===== src/rtl/drone_pkg.sv =====
`default_nettype none
// ============================================================================
// Module      : drone_pkg
// Description : Shared link-state type, default constants and the saturating
//               absolute-value helper for the drone sensor monitor.
// Revision    : 1.0 - initial release
// ============================================================================
package drone_pkg;

    typedef enum logic [1:0] {
        LINK_DOWN = 2'd0,
        LINK_ACQ  = 2'd1,
        LINK_UP   = 2'd2
    } link_state_t;

    localparam logic [15:0] C_GYRO_THRESH  = 16'd200;
    localparam int          C_STABLE_CNT   = 8;
    localparam int          C_LINK_ACQ     = 3;
    localparam int          C_LINK_TIMEOUT = 1000;

    // abs(-32768) has no 16-bit positive form, so it clips to 32767
    function automatic logic [15:0] sat_abs(input logic [15:0] v);
        if (v == 16'h8000)
            return 16'h7FFF;
        else if (v[15])
            return ~v + 16'd1;
        else
            return v;
    endfunction

endpackage
`default_nettype wire


===== src/rtl/gyro_still_chk.sv =====
`default_nettype none
// ============================================================================
// Module      : gyro_still_chk
// Description : Combinational three-axis stillness test on a gyro sample.
// Revision    : 1.0 - initial release
// ============================================================================
module gyro_still_chk
    import drone_pkg::*;
#(
    parameter logic [15:0] THRESH = C_GYRO_THRESH
) (
    input  logic [15:0] gyro_x,
    input  logic [15:0] gyro_y,
    input  logic [15:0] gyro_z,
    output logic        still
);

    assign still = (sat_abs(gyro_x) <= THRESH) &&
                   (sat_abs(gyro_y) <= THRESH) &&
                   (sat_abs(gyro_z) <= THRESH);

endmodule
`default_nettype wire


===== src/rtl/drone_sensor_monitor.sv =====
`default_nettype none
// ============================================================================
// Module      : drone_sensor_monitor
// Description : Gyro stability qualifier, RC link supervisor and flight latch.
//               Define DRONE_MON_HYST_EN to forgive a single non-still sample.
// Revision    : 1.0 - initial release
// ============================================================================
module drone_sensor_monitor #(
    parameter logic [15:0] GYRO_THRESH  = drone_pkg::C_GYRO_THRESH,
    parameter int          STABLE_CNT   = drone_pkg::C_STABLE_CNT,
    parameter int          LINK_ACQ     = drone_pkg::C_LINK_ACQ,
    parameter int          LINK_TIMEOUT = drone_pkg::C_LINK_TIMEOUT
) (
    input  logic        clk,
    input  logic        reset,
    input  logic        gyro_valid,
    input  logic [15:0] gyro_x,
    input  logic [15:0] gyro_y,
    input  logic [15:0] gyro_z,
    input  logic        rx_frame,
    input  logic        rx_crc_err,
    input  logic        takeoff,
    input  logic        landing,
    output logic        gyrocheck,
    output logic        reciverenable,
    output logic        airborne,
    output logic        link_lost
);

    localparam int C_CNT_W = $clog2(STABLE_CNT + 1);
    localparam int C_ACQ_W = $clog2(LINK_ACQ + 1);
    localparam int C_TMR_W = $clog2(LINK_TIMEOUT + 1);
    localparam logic [C_CNT_W-1:0] C_CNT_MAX = C_CNT_W'(STABLE_CNT);
    localparam logic [C_ACQ_W-1:0] C_ACQ_MAX = C_ACQ_W'(LINK_ACQ);
    localparam logic [C_TMR_W-1:0] C_TMR_MAX = C_TMR_W'(LINK_TIMEOUT);

    logic                  w_still;
    logic                  w_good;
    logic [C_TMR_W-1:0]    w_timer_inc;
    logic [C_CNT_W-1:0]    r_still_cnt;
    logic                  r_gyrocheck;
    logic                  r_airborne;
    drone_pkg::link_state_t r_state;
    logic [C_ACQ_W-1:0]    r_acq_cnt;
    logic [C_TMR_W-1:0]    r_timer;
    logic                  r_rxen;
    logic                  r_lost;
`ifdef DRONE_MON_HYST_EN
    logic                  r_bad_pend;
`endif

    gyro_still_chk #(
        .THRESH (GYRO_THRESH)
    ) u_still_chk (
        .gyro_x (gyro_x),
        .gyro_y (gyro_y),
        .gyro_z (gyro_z),
        .still  (w_still)
    );

    assign w_good      = rx_frame & ~rx_crc_err;
    assign w_timer_inc = (r_timer == C_TMR_MAX) ? r_timer : r_timer + 1'b1;

    // Stillness qualifier; frozen in flight so attitude motion cannot drop it
    always_ff @(posedge clk) begin
        if (reset) begin
            r_still_cnt <= '0;
            r_gyrocheck <= 1'b0;
`ifdef DRONE_MON_HYST_EN
            r_bad_pend  <= 1'b0;
`endif
        end else if (gyro_valid && !r_airborne) begin
            if (w_still) begin
                if (r_still_cnt != C_CNT_MAX)
                    r_still_cnt <= r_still_cnt + 1'b1;
                if (r_still_cnt >= C_CNT_MAX - 1'b1)
                    r_gyrocheck <= 1'b1;
`ifdef DRONE_MON_HYST_EN
                r_bad_pend  <= 1'b0;
            end else if (!r_bad_pend) begin
                r_bad_pend  <= 1'b1;
            end else begin
                r_bad_pend  <= 1'b0;
                r_still_cnt <= '0;
                r_gyrocheck <= 1'b0;
`else
            end else begin
                r_still_cnt <= '0;
                r_gyrocheck <= 1'b0;
`endif
            end
        end
    end

    always_ff @(posedge clk) begin
        if (reset)
            r_airborne <= 1'b0;
        else if (landing)
            r_airborne <= 1'b0;
        else if (takeoff)
            r_airborne <= 1'b1;
    end

    // Link supervisor; a good frame restarts the silence timer in ACQ and UP
    always_ff @(posedge clk) begin
        if (reset) begin
            r_state   <= drone_pkg::LINK_DOWN;
            r_acq_cnt <= '0;
            r_timer   <= '0;
            r_rxen    <= 1'b0;
            r_lost    <= 1'b0;
        end else begin
            r_lost <= 1'b0;
            case (r_state)
                drone_pkg::LINK_DOWN: begin
                    r_timer <= '0;
                    if (w_good) begin
                        r_acq_cnt <= C_ACQ_W'(1);
                        if (LINK_ACQ <= 1) begin
                            r_state <= drone_pkg::LINK_UP;
                            r_rxen  <= 1'b1;
                        end else begin
                            r_state <= drone_pkg::LINK_ACQ;
                        end
                    end
                end
                drone_pkg::LINK_ACQ: begin
                    if (w_good) begin
                        r_timer   <= '0;
                        r_acq_cnt <= r_acq_cnt + 1'b1;
                        if (r_acq_cnt >= C_ACQ_MAX - 1'b1) begin
                            r_state <= drone_pkg::LINK_UP;
                            r_rxen  <= 1'b1;
                        end
                    end else if (w_timer_inc == C_TMR_MAX) begin
                        r_state   <= drone_pkg::LINK_DOWN;
                        r_acq_cnt <= '0;
                        r_timer   <= '0;
                    end else begin
                        r_timer <= w_timer_inc;
                    end
                end
                drone_pkg::LINK_UP: begin
                    if (w_good) begin
                        r_timer <= '0;
                    end else if (w_timer_inc == C_TMR_MAX) begin
                        r_state   <= drone_pkg::LINK_DOWN;
                        r_acq_cnt <= '0;
                        r_timer   <= '0;
                        r_rxen    <= 1'b0;
                        r_lost    <= 1'b1;
                    end else begin
                        r_timer <= w_timer_inc;
                    end
                end
                default: begin
                    r_state   <= drone_pkg::LINK_DOWN;
                    r_acq_cnt <= '0;
                    r_timer   <= '0;
                    r_rxen    <= 1'b0;
                end
            endcase
        end
    end

    assign gyrocheck     = r_gyrocheck;
    assign reciverenable = r_rxen;
    assign airborne      = r_airborne;
    assign link_lost     = r_lost;

endmodule
`default_nettype wire


===== config.mk =====
export PLATFORM = sky130hd
export DESIGN_NAME = drone_sensor_monitor
export DESIGN_NICKNAME = d
export VERILOG_FILES = /design/src/rtl/drone_pkg.sv /design/src/rtl/gyro_still_chk.sv /design/src/rtl/drone_sensor_monitor.sv
export SDC_FILE = /design/constraint.sdc
export NUM_CORES = 1
export LEC_CHECK = 0
export CAP_MARGIN = 30
export CORE_ASPECT_RATIO = 2
export CORE_MARGIN = 2
export CORE_UTILIZATION = 55
export DETAILED_ROUTE_END_ITERATION = 8
export PLACE_DENSITY = 0.91
export SYNTH_ARGS = -nofsm -noshare
export SYNTH_HDL_FRONTEND = slang
export SYNTH_SLANG_ARGS = --single-unit

===== constraint.sdc =====
create_clock -name clk -period 6.25 [get_ports clk]
set_input_delay 0.625 -clock clk [delete_from_list [all_inputs] [get_ports clk]]
set_output_delay 0.625 -clock clk [all_outputs]
set_load 0.005 [all_outputs]

# Word level (Yosys, flattened, before mapping)
# Cells that the tools add are included.
# totals
ff_bits,22
input_bits,55
output_inout_bits,4
elab_cells,84
# op_classes
addsub,6
magnitude_cmp,5
eq_ne,16
mux,27
bitwise,8
reduce_logical,14
# ops
op,count
16-bit two-way mux,6
"16-bit by 1-bit adder with 16-bit output, second input constant",3
"16-bit == test, second input constant",3
"16-bit by 8-bit <= comparator with 1-bit output, second input constant",3
16-bit inverter,3
"10-bit == test, second input constant",2
2-bit two-way mux,8
"2-bit != test, second input constant",7
2-bit case mux with 3 select lines,2
"10-bit by 1-bit adder with 10-bit output, second input constant",1
10-bit two-way mux,1
4-bit two-way mux,2
1-bit two-way mux,7
2-bit AND reduction,3
5-bit AND reduction,1
"4-bit by 1-bit adder with 4-bit output, second input constant",1
"4-bit by 3-bit greater-or-equal comparator with 1-bit output, second input constant",1
"4-bit != test, second input constant",1
1-bit inverter,4
2-bit OR reduction,2
4-bit OR reduction,1
1-bit logical AND,3
"3-bit != test, second input constant",1
1-bit case mux with 3 select lines,1
other kinds (9),9

# Longest topological paths before layout
# Gate-level depths: netlist of run 1.
# depth
word_depth,9
ltp_mapped,11

# Cells and area by module
# A second synthesis of run 1 with hierarchy kept.
# hier_totals
cells_unflattened,372
hier_area_um2,2693.8
# modules_own_cells
mod,n_inst,cells_each,area_per_inst_um2,seq_area_each_um2
drone_sensor_monitor,1,170,1406.3,440.4
gyro_still_chk,1,202,1287.5,0.0

# Worst setup path after synthesis of run 1
# Ideal clock, no wire load.
# synth_timing
path_type,input-to-reg
start,input gyro_z[0]
end,register r_still_cnt[1]
t_arrival_ps,2887
required_time_ps,6179
slack_ps,3293
stages,11
path_cell_list,clkbuf_1 inv_1 ha_1 nor3b_1 nand2_1 a221o_1 a2111oi_4 nand4b_2 nor4_4 o2111ai_1 a21oi_1
# synth_between
elab_chain_cells,8
elab_cells_between_ends,10
cone_classes,add/sub: 1; order compare: 1; eq/ne: 2; mux: 3; bitwise: 1; reduce/logical: 2
# synth_rtl
element,line,source
start: declaration,drone_sensor_monitor.sv:19,"input logic [15:0] gyro_z,"
16-bit inverter,drone_pkg.sv:26,return ~v + 16'd1;
16-bit by 1-bit adder with 16-bit output,drone_pkg.sv:26,
16-bit two-way mux,drone_pkg.sv:25,else if (v[15])
16-bit two-way mux *,drone_pkg.sv:23,if (v == 16'h8000)
16-bit by 8-bit <= comparator with 1-bit output *,gyro_still_chk.sv:20,(sat_abs(gyro_z) <= THRESH);
1-bit logical AND *,gyro_still_chk.sv:19,(sat_abs(gyro_y) <= THRESH) &&
2-bit != test (no source line),n/a,
2-bit AND reduction (no source line),n/a,
end signal: assignment,drone_sensor_monitor.sv:75,r_still_cnt <= r_still_cnt + 1'b1;
end: declaration,drone_sensor_monitor.sv:40,logic [C_CNT_W-1:0] r_still_cnt;
# Mark *: on every way between the ends. The rest lies on a longest branch, timed or not.
# A chain may end at the register's enable or synchronous reset.

# Final worst setup path of run 1
# Same ends and word-level chain as after synthesis.

==> results of run 1 <==
==> cell families after synthesis <==
| family | count (synthesis) |
|---|---|
| AO/OA/AOI/OAI | 99 |
| XOR/XNOR | 13 |
| adder cells (fa/ha/maj) | 12 |
| buffers and inverters | 39 |
| flip-flops | 22 |
| multiplexers | 5 |
| AND/OR/NAND/NOR | 162 |
==> registers in the layout, summed over array words and instances, names as in the netlist <==
| register | count |
|---|---|
| r_timer | 10 |
| r_still_cnt | 4 |
| r_acq_cnt | 2 |
| r_state | 2 |
| airborne | 1 |
| gyrocheck | 1 |
| link_lost | 1 |
| reciverenable | 1 |
==> placed cells by master (no fill, tap or decap), types with 4 or more instances in the layout <==
cell type,n
sky130_fd_sc_hd__o2111ai_1,4
sky130_fd_sc_hd__and2_1,4
sky130_fd_sc_hd__ha_1,12
sky130_fd_sc_hd__xnor2_1,7
sky130_fd_sc_hd__o211ai_1,4
sky130_fd_sc_hd__nor3b_1,5
sky130_fd_sc_hd__nand2b_1,6
sky130_fd_sc_hd__o21ai_0,18
sky130_fd_sc_hd__nor3_1,19
sky130_fd_sc_hd__nand4_1,4
sky130_fd_sc_hd__o41ai_1,4
sky130_fd_sc_hd__nand3_1,7
sky130_fd_sc_hd__nand2_1,22
sky130_fd_sc_hd__nor4_1,10
sky130_fd_sc_hd__nor2b_1,9
sky130_fd_sc_hd__inv_1,24
sky130_fd_sc_hd__xor2_1,6
sky130_fd_sc_hd__clkdlybuf4s50_1,58
sky130_fd_sc_hd__or3_1,7
sky130_fd_sc_hd__dfxtp_1,22
sky130_fd_sc_hd__or4_1,8
sky130_fd_sc_hd__a21oi_1,27
sky130_fd_sc_hd__nor2_1,35
==> critical path, delay by kind of cell <==
kind / cells / cell delay [ns]
compound gates: 4 / 1.03
buf+inv: 2 / 0.64
fa+ha+maj: 1 / 0.24
simple gates: 4 / 1.03
==> power by group through the flow <==
stage	clock (mW)	sequential (mW)	combinational, mW
2_1_floorplan	0	0.150	0.0789
3_3_place_gp	0	0.151	0.137
3_5_place_dp	0	0.151	0.143
4_1_cts	0.0884	0.148	0.145
5_1_grt	0.0931	0.149	0.160
6_report	0.0864	0.148	0.147
==> how the worst min path moves through the flow <==
stage                         endpoint  slack, ns  depth (start not counted)
after global routing      r_acq_cnt[1]       0.52                          2
final                     r_acq_cnt[0]       0.49                          2
after global placement    r_acq_cnt[1]       0.46                          2
after detailed placement  r_acq_cnt[1]       0.48                          2
after CTS                 r_acq_cnt[1]       0.49                          2
after floorplan           r_acq_cnt[1]       0.45                          2
==> synthesized netlist by cell type, types with 4 or more instances <==
cell type,number,share of area [%]
sky130_fd_sc_hd__o21ai_0,18,3.5
sky130_fd_sc_hd__xnor2_1,7,2.4
sky130_fd_sc_hd__clkbuf_1,13,1.9
sky130_fd_sc_hd__xor2_1,6,2.1
sky130_fd_sc_hd__o41ai_1,4,1.4
sky130_fd_sc_hd__o2111ai_1,4,1.4
sky130_fd_sc_hd__nor3_1,19,3.7
sky130_fd_sc_hd__inv_1,24,3.5
sky130_fd_sc_hd__nand2_1,22,3.2
sky130_fd_sc_hd__and2_1,4,0.98
sky130_fd_sc_hd__nor2_1,35,5.2
sky130_fd_sc_hd__nor4_1,10,2.5
sky130_fd_sc_hd__dfxtp_1,22,17
sky130_fd_sc_hd__o211ai_1,4,1.2
sky130_fd_sc_hd__nor3b_1,5,1.5
sky130_fd_sc_hd__nand4_1,4,0.98
sky130_fd_sc_hd__nand2b_1,6,1.5
sky130_fd_sc_hd__ha_1,12,5.9
sky130_fd_sc_hd__or4_1,8,2.4
sky130_fd_sc_hd__a21oi_1,27,5.3
sky130_fd_sc_hd__nand3_1,7,1.4
sky130_fd_sc_hd__or3_1,7,1.7
sky130_fd_sc_hd__nor2b_1,9,2.2
==> metal layers <==
layer | wire length (µm) | share of wire (%) | vias to the layer above
met5 | 0 | 0 | -
met4 | 61 | 0.92 | 0
met3 | 406 | 6.1 | 7
met2 | 3280 | 49 | 110
met1 | 2900 | 44 | 1365
li1 | - | - | 1432
==> cell type report <==
| cell class | count | share of cell area, % |
|---|---|---|
| sequential | 22 | 13.9 |
| clock buffer | 3 | 1.30 |
| tap | 55 | 2.17 |
| multi-input combinational | 291 | 61.6 |
| inverter | 24 | 2.84 |
| timing repair buffer | 58 | 18.3 |
==> through the flow <==
| step | utilization (%) | area, µm² |
|---|---|---|
| after global placement | 69.5 | 3140 |
| after global routing | 70.4 | 3180 |
| after floorplan | - | 2540 |
| after detailed placement | 69.5 | 3140 |
| final | 70.4 | 3180 |
| after CTS | 70.4 | 3180 |
==> results.md, run 1 <==
Status:
- The run finished with clean final reports.

Synth:
- The number of nets in the synthesized netlist is about 420.
- Summing the areas of all compound-gate instances in the mapped netlist gives between 20% and 30% of the synthesized area.
- The portion of netlist area occupied by mux cells is 2.06%.
- The number of distinct library cells after synthesis is 70.
- The most instantiated flip-flop cell in the synthesis netlist is sky130_fd_sc_hd__dfxtp_1.
- The area share of and/or/nand/nor cells after synthesis is between 30% and 40%.
- In the synthesized netlist the async set-or-reset flop fraction comes to 0%.
- The mean cell area of the mapped netlist is 7.23 µm².
- The post-synthesis instance area is approximately 2500 µm².
- Summing the areas of all xor and xnor instances in the mapped netlist gives 4.47% of the synthesized area.
- The main combinational cell family by area after synthesis is simple AND/OR/NAND/NOR gates.
- Of the total synthesized cell area, the portion taken by full adders, half adders and majority gates is around 5.9%.
- After technology mapping, the gate count stands at about 350.
- Counting flops with a built-in enable in the synthesized netlist gives 0.
- The number of synthesized register bits is 22.
- The Yosys step of the flow raised 0 warnings.
- Sequential elements use between 10% and 20% of the synthesized area.

STA:
- The count of pins over their slew limit is 0.
- The final number of hold-violating endpoints came to 0.
- Subtracting the final worst setup slack from the clock period gives 3.40 ns.
- Setup violations remaining at the end of the flow were counted as 0.
- Hold is met by between 0.4 and 0.5 ns.
- The setup total negative slack is 0 ns.
- The share of the cycle needed by the critical path after routing is 54.4%.
- The setup skew after layout is 0.00385 ns.
- Setup slack on the critical path of the routed design comes to around 2.8 ns.
- Setup repair after global routing left no endpoint under its margin.
- The peak clock frequency supported by timing is approximately 290 MHz.
- At the pin with the least slew margin, the transition time is between 0.5 and 0.6 ns.
- The worst slew margin relative to its limit is 63.3%.

Critical path:
- The critical path goes through clkdlybuf4s50_1 > inv_1 > ha_1 > nor3b_1 > nand2_1 > a221o_1 > a2111oi_4 > nand4b_2 > nor4_4 > o2111ai_1 > a21oi_1.
- The top fanout value on the critical path is 8.
- The worst setup path is of the input pin to flop kind.
- The worst stage delay on the critical path is around 0.53 ns.
- The worst setup path is captured at a flop.
- The launching point of the worst reg2reg path is r_timer[0].
- The depth of the worst register-to-register path is 10.
- The register-to-register setup slack is 3.59 ns.
- STA classifies the critical path startpoint as an input pin.
- The worst setup path startpoint is gyro_z[0].
- The endpoint of the worst-slack reg-to-reg timing path is r_acq_cnt[0].
- The critical-path cell with the highest stage delay is sky130_fd_sc_hd__clkdlybuf4s50_1.
- The worst path required time is ~6.4 ns.
- The arrival time reported for the critical path endpoint is approximately 3.6 ns.
- The most critical setup path has its endpoint at r_still_cnt[1].

Finish:
- Registers take about 440 µm².
- The layout-stage area growth over the synthesis result is 24.8%.
- The fraction of final layout cells with drive strength greater than 1 is ~3.3%.
- The count of cells in the finished layout, fillers not included, comes to 453.
- The footprint of the multi-input gates is 1960 µm².
- Fill cells in the final layout number 371.
- The number of antenna repair diodes is 0.
- The post-layout net count is between 400 and 500.

Detailed routing:
- The detail route stage leaves a number of antenna-violating nets equal to 0.
- The number of DRC violations after detailed routing is 0.
- The number of vias in the routed layout is just under 3000.
- The number of optimization iterations in the first detailed-route pass is 4.
- The per-cell routed wire length is about 15 µm.
- The final wirelength is approximately 6600 µm.
- The first routing iteration left ~90 violations.
- After detailed routing, the number of vias per cell comes to about 6.4.

Floorplan:
- The floorplan has 35 rows.
- The starting density of the core is 56.4%.
- The chip height is roughly 100 µm.
- between 50 and 60 I/O pins were placed.
- The core region is 4510 µm².
- The floorplan die width is between 50 and 60 µm.
- The die outline area is about 5200 µm².

Placed design:
- The HPWL after detailed placement is 5130 µm.
- In this run, placement finished with an instance count of 450.
- Routability-driven placement finished with a final weighted congestion of 0.906.
- Buffers placed on the I/O ports in this run total 58.
- Timing analysis after detailed placement gives a worst setup slack of ~2.6 ns.

Global routing:
- Entering global routing, the biggest net connects 18 pins.
- The first global-routing pass estimated roughly 11000 µm of wire.
- The fraction of met1 tracks used by global routing is 32.0%.
- Global routing consumed, over all layers together, between 20% and 30% of the routing resources.
- Global routing finished with a remaining overflow of 0.
- The global-route met2 utilization is 45.8%.
- The met3 demand-to-capacity share in global routing is approximately 3.3%.
- The number of antenna violations at the first check in global routing is 0.
- The layer with the highest usage after global routing is met2.
- The number of global-route vias before repair is ~2700.

Clock tree:
- After clock tree synthesis, the clock-pin slew on the worst setup and hold paths is approximately 0.070 ns.
- TritonCTS built the clock tree.
- The number of levels in the clock H-tree is 1.
- In this run the post-CTS setup repair buffer count came out at 0.
- The cell sitting at the root of the clock tree is a sky130_fd_sc_hd__clkbuf_8.
- The number of clock buffers inserted by TritonCTS is 3.
- The maximum count of clock buffers along a single path is 2.
- The quantity of gates resized following cts is 0.
- The clock latency on the worst-skew pair is 0.26 ns.
- The clock net in this run drives a total of 22 sinks.
- The total of hold buffers inserted after clock tree synthesis is 0.

Power and ir drop:
- The leakage power summed over all cells is about 1.1 nW.
- In this run switching power makes up between 30% and 40% of total power.
- Per report_power, the clock group accounts for between 20% and 30% of the total.
- The power share of the sequential group is between 30% and 40%.
- The switching power total is ~120 µW.
- Across the VDD grid, the largest voltage drop is ~0.16 mV.
- The final total power is approximately 380 µW.
- The internal power of the cells is 257 µW.
- Dividing total power by cell area gives a power density of between 100 and 150 nW/µm².
- Of the total power, combinational logic draws between 30% and 40%.

Worst hold path:
- The type of the tightest min-delay check is flop to flop.
- The source of the worst hold timing path is r_acq_cnt[0].

Flow run:
- The count of maximum capacitance violations is 0.
No activity file was read; power rests on OpenSTA's default activity.
==> run 2: changes to the inputs <==
--- a/config.mk
+++ b/config.mk
@@ -8,9 +8,9 @@
 export CAP_MARGIN = 30
 export CORE_ASPECT_RATIO = 2
 export CORE_MARGIN = 2
-export CORE_UTILIZATION = 55
+export CORE_UTILIZATION = 46
 export DETAILED_ROUTE_END_ITERATION = 8
-export PLACE_DENSITY = 0.91
+export PLACE_DENSITY = 0.81
 export SYNTH_ARGS = -nofsm -noshare
 export SYNTH_HDL_FRONTEND = slang
 export SYNTH_SLANG_ARGS = --single-unit
==> constraint.sdc (replaced) <==
create_clock -name clk -period 2.77 [get_ports clk]
set_input_delay 0.277 -clock clk [delete_from_list [all_inputs] [get_ports clk]]
set_output_delay 0.277 -clock clk [all_outputs]
set_load 0.005 [all_outputs]
==> run 2 against run 1 <==
  * Clock power rose to 3.5 times the previous value
  * Largest power group is now combinational logic
  * Non-clock buffer count rose by 64
  * Critical endpoint unchanged
  * Worst setup slack got worse by 2.8 ns
  * Critical path depth fell by 1
  * Sequential power rose by 130%
  * Sequential share of layout area fell by 2.8 points
  * Total power rose to 2.8 times the previous value
  * Global-route usage rose by 1.7 points
  * Utilization rose by 3.4 points
  * Flip-flop and latch count did not move
==> results.md, run 2 (synthesized netlist as in run 1, its figures left out) <==
Floorplan:
- The die outline area is 6180 µm² (+18%).
- The placeable core region is 5370 µm² (+19%).
- The starting density of the core is 47.4% (-9.1 points).
- The total number of placement rows is 38 (+8.6%).
- The number of top-level pins is 59 (unchanged).
- The chip height is 109 µm (+9.0%).
- The floorplan die width is 56.6 µm (+8.6%).

Detailed routing:
- The routed wire length on met2 is 5470 µm (+67%).
- The initial DRC count is 293 (+220%).
- The final wirelength came to 9570 µm (+44%).
- The highest layer used for signal routing is met4.
- The routed length on met3 was 384 µm (-5.4%).
- The number of vias per cell is 6.40 (-0.45%).
- The total routed wire length on the met1 layer was 3130 µm (+8.0%).
- The per-cell routed wire length is 18.3 µm (+25%).
- The number of DRC violations after detailed routing is 0 (unchanged).
- The number of vias in the routed layout is 3349 (+15%).
- The number of nets with antenna violations after detailed routing is 0 (unchanged).
- The number of optimization iterations in the first detailed-route pass is 9 (+5).

Power and ir drop:
- The clock network fraction of total power is 28.2% (+5.5 points).
- The total power divided by cell area is 269 nW/µm² (+120%).
- The switching power as a share of total power is 31.6% (-1.0 points).
- The leakage power summed over all cells came to 1.63 nW (+51%).
- The maximum VDD drop was 0.376 mV (+140%).
- The power share of the sequential group is 31.2% (-7.7 points).
- The switching power total was 337 µW (+170%).
- The internal power of the cells is 730 µW (+180%).
- The relative contribution of combinational cells to total power came to 40.6% (+2.1 points).

Status:
- The run finished with clean final reports.

Critical path:
- The worst path required time is 2.96 ns (-3.47 ns).
- STA classifies the critical path endpoint as a flop.
- The critical path in this run is classified as input pin to flop.
- The arrival time reported for the critical path endpoint is 2.93 ns (-0.65 ns).
- The worst setup path is launched from an input pin.
- The top fanout value on the critical path is 4 (-4).

STA:
- The final number of hold-violating endpoints was 0 (unchanged).
- The setup skew after layout is 0.00437 ns (+0.000519 ns).
- The time the final worst path needs with I/O delays and setup is roughly 2.7 ns.
- The number of failing setup endpoints in the final timing report is 0 (unchanged).
- The count of pins over their slew limit was 0 (unchanged).
- The worst slew margin relative to its limit was 63.6% (+0.23 points).
- The slew at the pin closest to its max-slew limit is 0.538 ns (+0.00187 ns).
- The share of the cycle needed by the critical path after routing is approximately 99%.
- Static timing analysis puts the maximum clock frequency at between 300 and 400 MHz.
- The worst hold margin is 0.487 ns (-0.000617 ns).

Finish:
- The number of antenna repair diodes came to 0 (unchanged).
- The post-route standard cell area excluding fillers is 3970 µm² (+25%).
- The register name with the most flops is r_timer.
- The number of flip-flops in the largest register came to 10 (unchanged).
- The post-layout net count is 531 (+14%).
- The largest registers in the layout are r_timer (10), r_still_cnt (4).
- The layout-stage area growth over the synthesis result is 55.8%.
- The utilization after layout was 73.8% (+3.4 points).
- The top cell types in the final layout, fill and taps aside, are sky130_fd_sc_hd__buf_4, sky130_fd_sc_hd__clkdlybuf4s50_1, sky130_fd_sc_hd__nor2_1, sky130_fd_sc_hd__a21oi_1.
- The most common cell after layout, fill and taps aside is sky130_fd_sc_hd__buf_4.
- The fraction of final layout cells with drive strength greater than 1 came to 23.3% (+20 points).

Global routing:
- The number of antenna violations at the first check in global routing is 0 (unchanged).
- The total routing resource utilization after global routing is 27.6% (+1.7 points).
- The global-route wire length before repair is 14000 µm (+25%).
- The number of global-route vias before repair was 3223 (+18%).
- The pin count of the biggest net entering global routing was 17 (-1).
- The global route total overflow came to 0 (unchanged).

Clock tree:
- The number of levels in the clock H-tree came to 1 (unchanged).
- The number of sinks handled by clock tree synthesis is 22 (unchanged).
- The clock root buffer master is sky130_fd_sc_hd__clkbuf_8.
- The maximum count of clock buffers along a single path is 2 (unchanged).
- The total of hold buffers inserted after clock tree synthesis came to 0 (unchanged).
- The number of clock buffers inserted by TritonCTS came to 3 (unchanged).
- The TritonCTS clock tree is built.
- The clock-pin slew reported for the worst setup and hold paths after clock tree synthesis came to 0.08 ns (about the same).
- The clock latency on the worst-skew pair is 0.27 ns (about the same).

Flow run:
- The count of maximum capacitance violations is 0 (unchanged).

Placed design:
- The weighted congestion reported at the end of routability-driven placement is 0.937 (+3.4%).
- The standard cell area after detailed placement came to 3570 µm² (+14%).
- The HPWL after detailed placement is 6600 µm (+29%).
- The port buffer count is 58 (unchanged).

Worst hold path:
- The type of the tightest min-delay check is flop to flop.
==> run 2: cell types whose count changed in the layout (fill, tap and decap cells not counted), moves of 4 or more <==
cell,delta
sky130_fd_sc_hd__or4_4,+4
sky130_fd_sc_hd__dlymetal6s2s_1,+18
sky130_fd_sc_hd__or4_1,-4
sky130_fd_sc_hd__nor4_1,-7
sky130_fd_sc_hd__buf_4,+62
sky130_fd_sc_hd__clkdlybuf4s50_1,-19
sky130_fd_sc_hd__nor4_4,+6
==> run 2: routing by layer <==
metal	global-route usage, %	vias to the layer above
li1	-	1562
met1	25.3	1558
met2	56.5	163
met3	2.14	66
met4	16.0	0
met5	0	-
==> run 2: power by group through the flow <==
| stage | clock [mW] | combinational [mW] | sequential [mW] |
|---|---|---|---|
| 2_1_floorplan | 0 | 0.178 | 0.338 |
| 3_3_place_gp | 0 | 0.375 | 0.340 |
| 3_5_place_dp | 0 | 0.384 | 0.340 |
| 4_1_cts | 0.304 | 0.396 | 0.333 |
| 5_1_grt | 0.313 | 0.466 | 0.335 |
| 6_report | 0.301 | 0.433 | 0.333 |
==> run 2: metrics by stage <==
step	setup TNS [ns]	cells	power, mW	setup slack, ns
after floorplan	0	352	0.516	0.161
after global placement	-1.49	512	0.715	-0.338
after detailed placement	-1.76	512	0.724	-0.384
after CTS	0	517	1.03	0.00247
after global routing	-0.0615	523	1.11	-0.0467
final	0	523	1.07	0.0289
==> run 2: critical path: stages <==
cell	delay (ns)
sky130_fd_sc_hd__clkdlybuf4s50_1	0.58
sky130_fd_sc_hd__or4_4	0.50
sky130_fd_sc_hd__buf_4	0.16
sky130_fd_sc_hd__a211o_1	0.28
sky130_fd_sc_hd__nand3_1	0.08
sky130_fd_sc_hd__o21ai_0	0.12
sky130_fd_sc_hd__a21o_1	0.23
sky130_fd_sc_hd__nor4_4	0.37
sky130_fd_sc_hd__o2111ai_1	0.16
sky130_fd_sc_hd__a21oi_1	0.16
==> run 2: final cells by class <==
class	count	area, µm²
multi-input combinational	291	2170
fill	392	1410
timing repair buffer	122	1110
sequential	22	440
inverter	24	90.1
tap	60	75.1
clock buffer	3	41.3
clock inverter	1	30.0
==> run 2: repair_timing <==
item | 4_1_cts | 5_1_grt
resized for setup | 17 | 48
pin swaps | 6 | 20
endpoints found under the setup margin | 5 | 5
setup buffers | 1 | 6
==> run 2: path summary, 6_finish.rpt <==
| kind | depth (start not counted) | endpoint | start | slack, ns |
|---|---|---|---|---|
| min | 2 | r_acq_cnt[0] | r_acq_cnt[0] | 0.49 |
| min reg2reg | 2 | r_acq_cnt[0] | r_acq_cnt[0] | 0.49 |
| max | 10 | r_still_cnt[1] | gyro_z[6] | 0.03 |
| max reg2reg | 9 | r_acq_cnt[0] | r_timer[0] | 0.39 |
